===== src/rtl/segment_arbiter.sv =====
// segment_arbiter: round-robin grant generator for one AXI slave segment.
// Holds a one-hot grant per transaction, inserts a one-cycle turnaround
// after every grant, and terminates grants on decode error or watchdog expiry.
//
//   state   | meaning
//   IDLE    | no grant; arbitrate among pending requests
//   GRANT   | winner owns the segment until done / error / watchdog
//   RELEASE | one-cycle bus turnaround, error pulse reported here
//
// Outputs are registered from the current state, so they trail the FSM by
// one edge and never depend combinationally on any input.
module segment_arbiter #(
  parameter int masters = 2,
  parameter int timeout = 1024,
  localparam int IW = (masters > 1) ? $clog2(masters) : 1
) (
  input  logic               CLK,
  input  logic               RESET,
  input  logic [masters-1:0] BUS_REQUESTS,
  input  logic               TXN_DONE,
  input  logic               SELECT_ERROR,
  output logic [masters-1:0] BUS_GRANTS,
  output logic [IW-1:0]      GRANT_ID,
  output logic               BUS_BUSY,
  output logic               DECODE_ERROR,
  output logic               TIMEOUT_ERROR
);

  // A disabled watchdog still gets a 1-bit counter so no zero-width vector exists.
  localparam int CW = (timeout > 0) ? $clog2(timeout + 1) : 1;
  localparam int TC = (timeout > 0) ? timeout - 1 : 0;
  localparam logic [CW-1:0] TC_V = CW'(TC);

  typedef enum logic [1:0] {IDLE, GRANT, RELEASE} state_t;

  state_t        state, state_nxt;
  logic [IW-1:0] last, last_nxt;
  logic [IW-1:0] win, cand;
  logic          found;
  logic [CW-1:0] cnt, cnt_nxt;
  logic          dec_q, dec_nxt;
  logic          to_q, to_nxt;
  logic          expire;
  logic [masters-1:0] one_hot;

  assign expire = (timeout != 0) && (cnt == TC_V);

  // Round-robin search starting one past the previous winner.
  always_comb begin
    found = 1'b0;
    win   = last;
    cand  = '0;
    for (int i = 1; i <= masters; i++) begin
      cand = IW'((int'(last) + i) % masters);
      if (!found && BUS_REQUESTS[cand]) begin
        found = 1'b1;
        win   = cand;
      end
    end
  end

  // Next-state logic; exit priority in GRANT is done, then decode error, then watchdog.
  always_comb begin
    state_nxt = state;
    last_nxt  = last;
    cnt_nxt   = cnt;
    dec_nxt   = dec_q;
    to_nxt    = to_q;
    case (state)
      IDLE: begin
        dec_nxt = 1'b0;
        to_nxt  = 1'b0;
        if (found) begin
          state_nxt = GRANT;
          last_nxt  = win;
          cnt_nxt   = '0;
        end
      end
      GRANT: begin
        if (cnt != '1) cnt_nxt = cnt + CW'(1);
        if (TXN_DONE) begin
          state_nxt = RELEASE;
        end else if (SELECT_ERROR) begin
          state_nxt = RELEASE;
          dec_nxt   = 1'b1;
        end else if (expire) begin
          state_nxt = RELEASE;
          to_nxt    = 1'b1;
        end
      end
      RELEASE: state_nxt = IDLE;
      default: state_nxt = IDLE;
    endcase
  end

  // FSM, arbitration pointer, watchdog and pending-error flags.
  always_ff @(posedge CLK or posedge RESET) begin
    if (RESET) begin
      state <= IDLE;
      last  <= IW'(masters - 1);
      cnt   <= '0;
      dec_q <= 1'b0;
      to_q  <= 1'b0;
    end else begin
      state <= state_nxt;
      last  <= last_nxt;
      cnt   <= cnt_nxt;
      dec_q <= dec_nxt;
      to_q  <= to_nxt;
    end
  end

  // One-hot decode of the current owner.
  always_comb begin
    one_hot       = '0;
    one_hot[last] = 1'b1;
  end

  // Registered outputs decoded from the current state.
  always_ff @(posedge CLK or posedge RESET) begin
    if (RESET) begin
      BUS_GRANTS    <= '0;
      GRANT_ID      <= '0;
      BUS_BUSY      <= 1'b0;
      DECODE_ERROR  <= 1'b0;
      TIMEOUT_ERROR <= 1'b0;
    end else begin
      BUS_GRANTS    <= (state == GRANT) ? one_hot : '0;
      GRANT_ID      <= (state == GRANT) ? last : '0;
      BUS_BUSY      <= (state == GRANT);
      DECODE_ERROR  <= (state == RELEASE) && dec_q;
      TIMEOUT_ERROR <= (state == RELEASE) && to_q;
    end
  end

endmodule

===== config.mk =====
export PLATFORM = sky130hd
export DESIGN_NAME = segment_arbiter
export DESIGN_NICKNAME = d
export VERILOG_FILES = /design/src/rtl/segment_arbiter.sv
export SDC_FILE = /design/constraint.sdc
export NUM_CORES = 1
export LEC_CHECK = 0
export CAP_MARGIN = 10
export CORE_AREA = 2 2 40 78
export CTS_CLUSTER_SIZE = 30
export DETAILED_ROUTE_END_ITERATION = 8
export DIE_AREA = 0 0 42 80
export PLACE_DENSITY_LB_ADDON = 0.05
export SYNTH_ARGS = -nofsm -noshare
export SYNTH_HDL_FRONTEND = slang
export SYNTH_SLANG_ARGS = --single-unit

===== constraint.sdc =====
create_clock -name CLK -period 1.7 [get_ports CLK]
set_clock_uncertainty 0.2 [all_clocks]
set_input_delay 0.425 -clock CLK [delete_from_list [all_inputs] [get_ports CLK]]
set_output_delay 0.425 -clock CLK [all_outputs]
set_load 0.05 [all_outputs]

==> flow_summary.yaml <==
outcome:
  status: "finished, final reports clean"
worst_setup_path:
  cp_max_fo: 10
  cp_top_family: "buffers and inverters"
  cp.required_ps: 1630
  cp.arrival_ps: 1610
  reg2reg_depth: 6
  path_cells: "clkdlybuf4s50_1 > nor3_1 > or2_4 > o21ai_0 > nand3_1"
  cp-start-kind: "input pin"
  r2r_setup_slack_ps: 30
  path_buf_inv: 1
  critical_path_class: "in -> reg"
  slowest_delay_ps: 480
  crit_slowest_cell: "clkdlybuf4s50_1"
  critPathCaptureType: "register"
  worst-path-stages: 5
finish:
  diodes: 0
  finalNonFillerCells: 161
  layout_common_cells: "dfrtp_1 (18), buf_4 (16), nor2_1 (10)"
  finalInstanceArea_um2: 1460
  nets: 140
  area_growth_pct: 39.8
  layout_commonest_cell: "dfrtp_1"
  drive_gt1_share_pct: 33.3
floorplanning:
  die_w_um: 42
  dieHeight_um: 80
  core-area_um2: 2740
  rows: 27
  start_util_pct: 38.2
  dieArea_um2: 3360
  io_pins: 12
sta:
  rsz0062_at_grt: "true"
  setup_viol: 0
  period_needed_ps: 1680
  finalCritPeriodShare_pct: 98.7
  worst_pin_slew_ps: 359
  hold_violations: 0
  setup_ws_ps: 22.1
  drv_slew: 0
  maxSlewHeadroom_pct: 76.0
  clock.fmax_mhz: 596
global_route:
  top_usage_layer: "met2"
  antenna_found_initial: 0
  grt_use_total_pct: 16.5
  grt_max_degree: 22
  grt_pass1_vias: 971
  grt_util_met1_pct: 15.9
  gr-usage-met3_pct: 2.04
  grt_pass1_wl_um: 4240
  grt_overflow: 0
  use_met2_pct: 31.7
placed_design:
  io_buffers: 11
  dp_cells: 155
  place_congestion: 0.833
  pre_cts_slack_ps: -381
  dpl.hpwl_um: 1820
  place_area_um2: 1340
synthesis:
  synth_area_per_cell_um2: 9.96
  synth_top_area_share_pct: 47.8
  ys_seq_area_share_pct: 50.4
  yosys-top-cells-area: "dfrtp_1 (48%), o31ai_1 (5.0%), o21ai_0 (4.8%), nor2_1 (3.6%), nand3_1 (3.3%)"
  synth-seq-cells: 21
  yosysTopAreaCell: "dfrtp_1"
  synthArstFlopShare_pct: 100
  synth_warnings: 0
  yosysUniqueCellTypes: 33
  synthCells: 105
  netlist_area_um2: 1050
  synthFlopType: "dfrtp_1"
  synth_edf_count: 0
  synth_nets: 112
clocking:
  cts.clk_slew.worst_paths_ps: 80
  cts_hold_buf: 0
  cts_root_buf: "clkbuf_8"
  clk_latency_ps: 260
  clock_sinks: 21
  numCtsBuffers: 3
  cts_tree: "yes"
  cts_buffer_depth: 2
  htreeDepth: 1
flow_run:
  maxCapViolations: 0
routing:
  drc_errors: 0
  drtIter0Drc: 5
  vias_per_cell: 5.60
  wl_per_cell_um: 15.3
  dr.pass1.iters: 4
  vias: 901
  wirelength_um: 2460
  antenna_left: 0
power_and_ir_drop:
  ir_drop_mv: 0.829
  p_leak_uw: 0.000667
  p_per_area_nw_per_um2: 1400
  total_power_uw: 2050
hold_path:
  min_path_type: "in -> async"
routing by layer:
metal / share of wire (%) / vias up / wire length, um
li1: - / 445 / -
met1: 38 / 439 / 947
met2: 57 / 10 / 1410
met3: 1.5 / 7 / 38
met4: 2.5 / 0 / 61
met5: 0 / - / 0
kinds of logic after synthesis:
kind of cell    share of synthesized area [%]
compound gates                           17.6
flops                                    50.4
fa+ha+maj                                1.20
simple gates                             26.7
buf+inv                                  4.19
path summary, 6_finish.rpt:
check | start | end
min in group CLK | dec_q | dec_q
setup / recovery | BUS_REQUESTS[0] | cnt[7]
hold / removal | RESET | BUS_BUSY
hold reg to reg | dec_q | dec_q
max in group asynchronous | RESET | last
setup reg to reg | cnt[0] | cnt[7]
report_power, final:
| part | internal, uW | switching (uW) |
|---|---|---|
| Clock | 164 | 171 |
| Sequential | 626 | 116 |
| Combinational | 448 | 522 |
| Total | 1240 | 808 |
timing repair:
action | in CTS | in global routing
gates resized for setup | 9 | 7
setup buffers | 1 | 1
pin swaps | 2 | 3
endpoints found under the setup margin | 11 | 12
registers in the layout, indices dropped and copies added, names as in the netlist:
signal,count
last,1
to_q,1
BUS_BUSY,1
state,2
BUS_GRANTS,1
DECODE_ERROR,1
cnt,11
TIMEOUT_ERROR,1
GRANT_ID,1
dec_q,1
synth_stat cells, types with 2 or more instances:
master,count
or3_1,2
o21ai_0,10
nor3_1,3
dfrtp_1,20
nand2_1,9
nand3_1,7
and3b_1,2
a31oi_1,4
and3_1,2
o31ai_1,7
a21oi_1,4
buf_4,3
nor2_1,10
nor4_1,2
o41ai_1,2
cell type report:
cell class | count | area [um^2]
clock inverter | 1 | 5.00
tap | 29 | 36.3
timing repair buffer | 28 | 300
multi-input combinational | 77 | 538
inverter | 2 | 12.5
clock buffer | 3 | 41.3
sequential | 21 | 529
fill | 254 | 1270
worst register-to-register path, stage by stage (launching register included):
cell and delay (ps):
dfrtp_1 420, ha_4 180, nand3_4 140, o31ai_1 100
buf_4 150, or3_1 340, nand3_1 90
per-stage QoR:
| stage | utilization (%) | TNS [ps] | hold slack, ps |
|---|---|---|---|
| 6_report | 53.5 | 0 | 286 |
| 5_1_grt | 53.5 | -78.2 | 333 |
| 4_1_cts | 52.3 | 0 | 299 |
| 3_5_place_dp | 49.0 | -3340 | 298 |
| 3_3_place_gp | 49.0 | -3050 | 284 |
| 2_1_floorplan | - | 0 | 201 |
Power figures use the tool's default switching activity.
